**src/rtl/csa_multiword_sequencer_if.sv**
```systemverilog
// csa_multiword_sequencer_if: request/result handshake bundle for the multiword add/sub sequencer
interface csa_multiword_sequencer_if #(parameter int WORDS = 4);
  logic                  in_valid;
  logic                  in_ready;
  logic [16*WORDS-1:0]   a_in;
  logic [16*WORDS-1:0]   b_in;
  logic                  sub;
  logic                  cin;
  logic                  out_valid;
  logic                  out_ready;
  logic [16*WORDS-1:0]   sum;
  logic                  cout;
  logic                  overflow;
  logic                  busy;
  modport master (output in_valid, a_in, b_in, sub, cin, out_ready,
                  input  in_ready, out_valid, sum, cout, overflow, busy);
  modport slave  (input  in_valid, a_in, b_in, sub, cin, out_ready,
                  output in_ready, out_valid, sum, cout, overflow, busy);
endinterface

```
**src/rtl/csa_multiword_sequencer.sv**
```systemverilog
// csa_multiword_sequencer: wide add/sub computed one 16-bit word per cycle through a shared carry-select slice
module csa_multiword_sequencer #(
  parameter int WORDS = 4
) (
  input  logic clk,
  input  logic rst_n,
  csa_multiword_sequencer_if.slave bus
);
  localparam int W  = 16 * WORDS;
  localparam int IW = (WORDS > 1) ? $clog2(WORDS) : 1;
  typedef enum logic [1:0] {IDLE, RUN, DONE} state_t;
  state_t          state_q, state_d;
  logic [IW-1:0]   idx;
  logic            carry;
  logic [W-1:0]    a_reg, b_reg;
  logic [W-1:0]    sum_q;
  logic            cout_q, overflow_q;
  logic            run, last, accept;
  logic [15:0]     sl_a, sl_b, sl_s;
  logic            sl_ci, sl_co, c;
  logic [4:0]      r0, r1;
  assign run    = state_q == RUN;
  assign last   = idx == IW'(WORDS - 1);
  assign accept = state_q == IDLE && bus.in_valid;
  assign sl_a   = run ? a_reg[16*idx +: 16] : 16'h0;
  assign sl_b   = run ? b_reg[16*idx +: 16] : 16'h0;
  assign sl_ci  = run ? carry : 1'b0;
  // 4-bit blocks precompute both carry-in cases and the incoming carry selects
  always_comb begin
    c    = sl_ci;
    sl_s = '0;
    r0   = '0;
    r1   = '0;
    for (int i = 0; i < 4; i++) begin
      r0 = {1'b0, sl_a[4*i +: 4]} + {1'b0, sl_b[4*i +: 4]};
      r1 = r0 + 5'd1;
      sl_s[4*i +: 4] = c ? r1[3:0] : r0[3:0];
      c = c ? r1[4] : r0[4];
    end
    sl_co = c;
  end
  always_comb begin
    state_d       = accept ? RUN :
                    (run && last) ? DONE :
                    (state_q == DONE && bus.out_ready) ? IDLE : state_q;
    bus.in_ready  = state_q == IDLE;
    bus.out_valid = state_q == DONE;
    bus.busy      = state_q != IDLE;
  end
  // B is stored already inverted for subtract so RUN only ever adds
  always_ff @(posedge clk or negedge rst_n) begin
    if (!rst_n) begin
      state_q    <= IDLE;
      idx        <= '0;
      carry      <= 1'b0;
      a_reg      <= '0;
      b_reg      <= '0;
      sum_q      <= '0;
      cout_q     <= 1'b0;
      overflow_q <= 1'b0;
    end else begin
      state_q <= state_d;
      if (accept) begin
        a_reg <= bus.a_in;
        b_reg <= bus.sub ? ~bus.b_in : bus.b_in;
        carry <= bus.sub | bus.cin;
        idx   <= '0;
      end
      if (run) begin
        sum_q[16*idx +: 16] <= sl_s;
        carry               <= sl_co;
        idx                 <= last ? '0 : idx + 1'b1;
        if (last) begin
          cout_q     <= sl_co;
          overflow_q <= (a_reg[W-1] == b_reg[W-1]) && (sl_s[15] != a_reg[W-1]);
        end
      end
    end
  end
  assign bus.sum      = sum_q;
  assign bus.cout     = cout_q;
  assign bus.overflow = overflow_q;
endmodule
```
**src/flat_wrapper.sv**
```systemverilog
// flat-port wrapper written by rule: the top's interface ports become plain ports
module csa_multiword_sequencer_flat 
#(
  parameter int WORDS = 4
)
  (clk, rst_n, bus_in_valid, bus_a_in, bus_b_in, bus_sub, bus_cin, bus_out_ready, bus_in_ready, bus_out_valid, bus_sum, bus_cout, bus_overflow, bus_busy);
  csa_multiword_sequencer_if #(.WORDS(WORDS)) bus_i ();
  input  logic clk;
  input  logic rst_n;
  input wire logic [$bits(bus_i.in_valid)-1:0] bus_in_valid;
  input wire logic [$bits(bus_i.a_in)-1:0] bus_a_in;
  input wire logic [$bits(bus_i.b_in)-1:0] bus_b_in;
  input wire logic [$bits(bus_i.sub)-1:0] bus_sub;
  input wire logic [$bits(bus_i.cin)-1:0] bus_cin;
  input wire logic [$bits(bus_i.out_ready)-1:0] bus_out_ready;
  output wire logic [$bits(bus_i.in_ready)-1:0] bus_in_ready;
  output wire logic [$bits(bus_i.out_valid)-1:0] bus_out_valid;
  output wire logic [$bits(bus_i.sum)-1:0] bus_sum;
  output wire logic [$bits(bus_i.cout)-1:0] bus_cout;
  output wire logic [$bits(bus_i.overflow)-1:0] bus_overflow;
  output wire logic [$bits(bus_i.busy)-1:0] bus_busy;
  assign bus_i.in_valid = bus_in_valid;
  assign bus_i.a_in = bus_a_in;
  assign bus_i.b_in = bus_b_in;
  assign bus_i.sub = bus_sub;
  assign bus_i.cin = bus_cin;
  assign bus_i.out_ready = bus_out_ready;
  assign bus_in_ready = bus_i.in_ready;
  assign bus_out_valid = bus_i.out_valid;
  assign bus_sum = bus_i.sum;
  assign bus_cout = bus_i.cout;
  assign bus_overflow = bus_i.overflow;
  assign bus_busy = bus_i.busy;
  csa_multiword_sequencer #(.WORDS(WORDS)) u_core (.clk(clk), .rst_n(rst_n), .bus(bus_i));
endmodule
```
**config.mk**
```make
export PLATFORM = sky130hd
export DESIGN_NAME = csa_multiword_sequencer_flat
export DESIGN_NICKNAME = d
export VERILOG_FILES = /design/src/rtl/csa_multiword_sequencer_if.sv /design/src/rtl/csa_multiword_sequencer.sv /design/src/flat_wrapper.sv
export SDC_FILE = /design/constraint.sdc
export NUM_CORES = 1
export LEC_CHECK = 0
export BUFFER_PORTS_ARGS = -buffer_cell sky130_fd_sc_hd__buf_2
export CAP_MARGIN = 20
export CORE_MARGIN = 4
export CORE_UTILIZATION = 30
export DETAILED_ROUTE_END_ITERATION = 7
export SLEW_MARGIN = 20
export SYNTH_ARGS = -nofsm -noshare
export SYNTH_HDL_FRONTEND = slang
export SYNTH_SLANG_ARGS = --single-unit
```
**constraint.sdc**
```tcl
create_clock -name clk -period 9 [get_ports clk]
set_input_delay 0.45 -clock clk [delete_from_list [all_inputs] [get_ports clk]]
set_output_delay 0.45 -clock clk [all_outputs]
set_load 0.03 [all_outputs]
```
== Word-level counts from Yosys, hierarchy flattened ==
Cells that the tools add are included.

* Bits of input ports: 134
* Logic and storage cells: 59
* Output and inout port bits: 69
* Register bits after elaboration: 199

* Multiplexer cells: 21
* Shift operators: 4
* Eq/ne operators: 5
* Reduce and logical (&&, ||, !) cells: 9
* Add/subtract/negate cells: 10
* Bitwise operators: 2

{| class="wikitable"
|+ Operators with widths
! kind !! count
|-
| 64-bit by 7-bit indexed part select with 16-bit output || 2
|-
| 64-bit bitwise mux || 1
|-
| 64-bit 2-to-1 mux || 1
|-
| 64-bit inverter || 1
|-
| 16-bit by 34-bit variable shift with 64-bit output, first input constant || 1
|-
| 16-bit by 34-bit indexed part select with 64-bit output || 1
|-
| 6-bit negator with 34-bit output || 1
|-
| 16-bit 2-to-1 mux || 2
|-
| 4-bit by 4-bit adder with 5-bit output || 4
|-
| 5-bit by 1-bit adder with 5-bit output, second input constant || 4
|-
| 4-bit 2-to-1 mux || 4
|-
| 2-bit 2-to-1 mux || 6
|-
| 1-bit 2-to-1 mux || 7
|-
| 2-bit == test, second input constant || 2
|-
| 1-bit logical AND || 4
|-
| 2-bit nonzero test || 2
|-
| 3-bit nonzero test || 1
|-
| 2-bit by 1-bit adder with 2-bit output, second input constant || 1
|-
| 2-bit by 1-bit == test with 1-bit output, second input constant || 1
|-
| 2-bit zero test || 1
|-
| 2-bit AND reduction || 1
|-
| 1-bit == test || 1
|-
| 1-bit inequality test || 1
|-
| 1-bit bitwise OR || 1
|}

== Longest topological paths before layout ==
* Word-level depth: 10
* Gate-level depth with buffers: 19
* Mapped depth without buffers: 17

== Worst setup path after synthesis ==
Ideal clock, no wire load.

* Path type: reg2reg
* Start point: register u_core.idx[0]
* End point: register u_core.cout_q, in the netlist u_core.bus.cout
* Path slack: 4.060 ns
* Stages on the path, launching flop included: 19
* Library setup time: 0.125 ns
* Clock period less this slack: 4.940 ns
* Arrival time: 4.815 ns
* Buffers on the path: 2
* Data required time: 8.875 ns
* Path through: dfrtp_1 -> clkbuf_1 -> buf_1 -> mux4_2 -> and2_1 -> ha_1 -> inv_1 -> fa_1 -> inv_1 -> ha_1 -> nand4b_1 -> a311o_1 -> a211oi_1 -> and4bb_1 -> mux2i_1 -> a21oi_1 -> nand4_1 -> xor2_1 -> mux2_2

* Word-level cells in the longest chain between the ends: 8
* Elaborated cells on any way between the ends: 18
* Classes of those cells: add/sub: 8; eq/ne: 1; shift: 2; mux: 6; reduce/logical: 1

{| class="wikitable"
|+ RTL lines
! element !! line !! text
|-
| start, declared || csa_multiword_sequencer.sv:13 || <nowiki>logic [IW-1:0] idx;</nowiki>
|-
| start signal, assigned || csa_multiword_sequencer.sv:72 || <nowiki>idx <= last ? '0 : idx + 1'b1;</nowiki>
|-
| 64-bit by 7-bit indexed part select with 16-bit output (on tied branches) || csa_multiword_sequencer.sv:25, csa_multiword_sequencer.sv:26 ||
|-
| 16-bit 2-to-1 mux (on tied branches) || csa_multiword_sequencer.sv:25, csa_multiword_sequencer.sv:26 ||
|-
| 4-bit by 4-bit adder with 5-bit output || csa_multiword_sequencer.sv:35 || <nowiki>r0 = {1'b0, sl_a[4*i +: 4]} + {1'b0, sl_b[4*i +: 4]};</nowiki>
|-
| 5-bit by 1-bit adder with 5-bit output || csa_multiword_sequencer.sv:36 || <nowiki>r1 = r0 + 5'd1;</nowiki>
|-
| 1-bit 2-to-1 mux (4 in series) || csa_multiword_sequencer.sv:38 || <nowiki>c = c ? r1[4] : r0[4];</nowiki>
|-
| end signal, assigned || csa_multiword_sequencer.sv:74 || <nowiki>cout_q <= sl_co;</nowiki>
|-
| end, declared || csa_multiword_sequencer.sv:17 || <nowiki>logic cout_q, overflow_q;</nowiki>
|}

Parallel ways exist; a longest one is shown, timed or not.
A chain may end at the register's enable or synchronous reset.

== Final worst setup path ==
Ends and elaborated chain as after synthesis.

==> summary.txt <==
Critical path
  – Slowest cell on crit path: dfrtp_4
  – Crit path launch type: register
  – Delay-heaviest family, CP: multiplexers
  – FF-to-FF path depth: 16
  – Worst reg-to-reg setup slack: 3.96 ns
  – Max incr delay on CP: 1.00 ns
  – Worst endpoint data arrival time: 5.34 ns
  – Critical setup path kind: reg2reg
  – Critical path depth: 16
  – WP data required: 9.31 ns
  – Worst-path fanout max: 50
  – Critical path buffers and inverters: 2
  – FF-to-FF End: u_core.bus.cout
  – CP Capture Type: register
  – Reg2reg start: u_core.idx[0]
  – CP startpoint: u_core.idx[0]
  – Worst setup endpoint: u_core.bus.cout
  – Crit path cell chain: mux4_2 -> and2_1 -> ha_1 -> inv_1 -> fa_1 -> inv_1 -> ha_1 -> nand4b_1 -> a311o_1 -> a211oi_1 -> and4bb_1 -> mux2i_1 -> a21oi_1 -> nand4_1 -> xor2_1 -> mux2_2

STA
  – Final period utilization: 56.0%
  – Rel. slew slack: 34.5%
  – Final hold violations: 0
  – Slew Viols, Final: 0
  – Unrepaired setup endpoints after global routing: false
  – Final setup fails: 0
  – Setup TNS: 0 ns
  – Maximum operating frequency: 0.199 GHz
  – Worst-Margin Slew: 0.982 ns
  – Final min period: 5.04 ns
  – Skew final: 0.0182 ns

Job
  – Max_cap viols: 0

Min path
  – Min-Delay Path Class: in2reg

Yosys
  – Mapped cell area: 9880 sq um
  – Post-Syn Nets: 1,192
  – Synth area leader: dfrtp_1
  – Top-count cell post-synth: nand2_1
  – Avg Synthesized Cell Area: 9.62 sq um
  – Number of synthesized flops with an enable pin: 0
  – #FFs+latches synth: 199
  – Post-synth top area share: 50.4%
  – Fraction of registers with async set/reset: 100%
  – Top FF cell, synth: dfrtp_1
  – Distinct cells, synth: 41
  – Post-synth top cells: 340 x nand2_1, 199 x dfrtp_1, 136 x o21ai_0
  – Post-Syn Instances: 1,028
  – Ys Warns: 0
  – Sequential area share after synthesis: 50.4%
  – Synth area leaders: dfrtp_1 50%, nand2_1 13%, xnor2_1 7.1%

Detailed routing
  – Initial DRC Count: 373
  – Detailed-router iteration count before antenna repair: 6
  – Vias per inst: 4.54
  – Total number of vias: 7,513
  – Routed Antenna Nets: 0
  – DR WL/cell: 16.5 um
  – # DRC: 0
  – Drt total wl: 27,300 um

Clock network
  – Post-CTS setup buffer count: 0
  – H-tree depth: 4
  – TritonCTS buffer count: 17
  – Clk Latency, worst-skew pair: 0.44 ns
  – Post_cts resized: 0
  – CTS root buf: clkbuf_16
  – Reg clk slew, reported paths: 0.08 ns
  – CTS tree: done
  – Num Clock Sinks: 199
  – Maximum clock path buffer count: 2

Power
  – Pleak: 6.11 nW
  – Power Density: 144 nW/um^2
  – Peak supply drop: 0.128 mV

GRT
  – Vias in the first global route: 7,643
  – All-layer global routing usage: 15.2%
  – Initial antenna violation count: 0
  – Total grt overflow: 0
  – First-pass GRT wire length: 42,900 um
  – Largest net degree at the start of global routing: 116

Floorplanning
  – Placeable Area: 32,500 sq um
  – Die Wd: 190 um
  – Die ar.: 35,900 sq um
  – # rows: 66
  – Die Ht: 190 um
  – Initial Utilization: 30.4%
  – # IOs: 203

Placed design
  – Detailed Place HPWL: 20,100 um
  – Number of port buffers: 202
  – Cell area after placement: 11,300 sq um
  – GP Congestion: 0.803

Layout
  – Layout cell share with drive strength beyond 1: 23.2%
  – N_diodes: 0
  – Layout overhead on the synthesized area: 20.6%
  – Design area: 11,900 sq um
  – Layout Nets: 1,365

Status
  – Status: finished, final reports clean
==> power breakdown <==
part	total (W)	switching [W]	leakage, nW	internal, W
clock	0.000735	0.000361	0.260	0.000374
combinational	0.0000899	0.0000484	3.09	0.0000414
sequential	0.000893	0	2.76	0.000893
total	0.00172	0.000409	6.11	0.00131
==> worst min-delay path by stage <==
| stage | to | start | slack [ns] | cells past startpoint |
|---|---|---|---|---|
| finish | u_core.a_reg[52] | bus_a_in[52] | 0.20 | 3 |
| global route | u_core.a_reg[52] | bus_a_in[52] | 0.19 | 3 |
| CTS | u_core.a_reg[52] | bus_a_in[52] | 0.18 | 3 |
| detailed placement | u_core.bus.sum[32] | rst_n | 0.44 | 1 |
| global placement | u_core.bus.sum[32] | rst_n | 0.44 | 1 |
| floorplan | u_core.a_reg[0] | rst_n | 0.15 | 0 |
==> kinds of logic after synthesis <==
| kind of cell | Yosys count | synth area share (%) |
|---|---|---|
| flip-flops | 199 | 50.4 |
| AO/OA/AOI/OAI | 166 | 9.28 |
| buffers and inverters | 83 | 3.15 |
| XOR/XNOR | 86 | 7.62 |
| multiplexers | 47 | 7.92 |
| adder cells (fa/ha/maj) | 30 | 4.10 |
| AND/OR/NAND/NOR | 417 | 17.5 |
==> cells in the final DEF, fill, tap and decap left out, types with 5 or more instances in the layout <==
master / count
inv_1: 26
and2_1: 24
mux4_2: 24
buf_4: 7
a21o_1: 5
nand2b_1: 10
nand2_1: 339
clkbuf_16: 17
buf_2: 200
nand3_1: 6
xor2_1: 6
dfrtp_1: 197
a22o_1: 8
nor2_1: 13
ha_1: 26
o21ai_0: 136
xnor2_1: 80
a21oi_1: 8
mux2i_1: 13
mux2_2: 10
==> tightest hold or removal path: stages <==
cell	delay, ns
buf_2	0.07
nand2_1	0.04
nand2_1	0.04
==> final cells by class <==
cell class | count | area, sq um
timing repair buffer | 211 | 1130
clock buffer | 21 | 460
inverter | 26 | 97.6
fill | 3416 | 20600
tap | 442 | 553
clock inverter | 11 | 88.8
multi-input combinational | 746 | 4600
sequential | 199 | 4980
==> stage by stage <==
| step | hold WS [ns] | util, % | power [W] | instances | worst slack (ns) |
|---|---|---|---|---|---|
| after floorplan | 0.154 | - | 0.000941 | 1028 | 4.06 |
| after global placement | 0.435 | 34.8 | 0.00100 | 1621 | 4.01 |
| after detailed placement | 0.435 | 34.8 | 0.00100 | 1621 | 3.94 |
| after CTS | 0.177 | 36.5 | 0.00174 | 1654 | 3.92 |
| after global routing | 0.185 | 36.6 | 0.00178 | 1656 | 3.59 |
| final | 0.199 | 36.6 | 0.00172 | 1656 | 3.96 |
==> repair_timing <==
action	CTS	global route
setup endpoints to repair	0	0
hold buffers	1	0
hold endpoints to repair	51	0
==> per-layer routing <==
metal  GRT usage, %  vias to the layer above  part of all wire (%)  wire length, um
met5              0                        -                     0                0
met4           3.39                        0                   1.1              288
met3           2.88                       16                   5.2             1410
met2           23.5                      185                    46            12500
met1           22.3                     3582                    48            13200
li1               -                     3730                     -                -
Note: power is estimated with default switching activity, not from simulation.
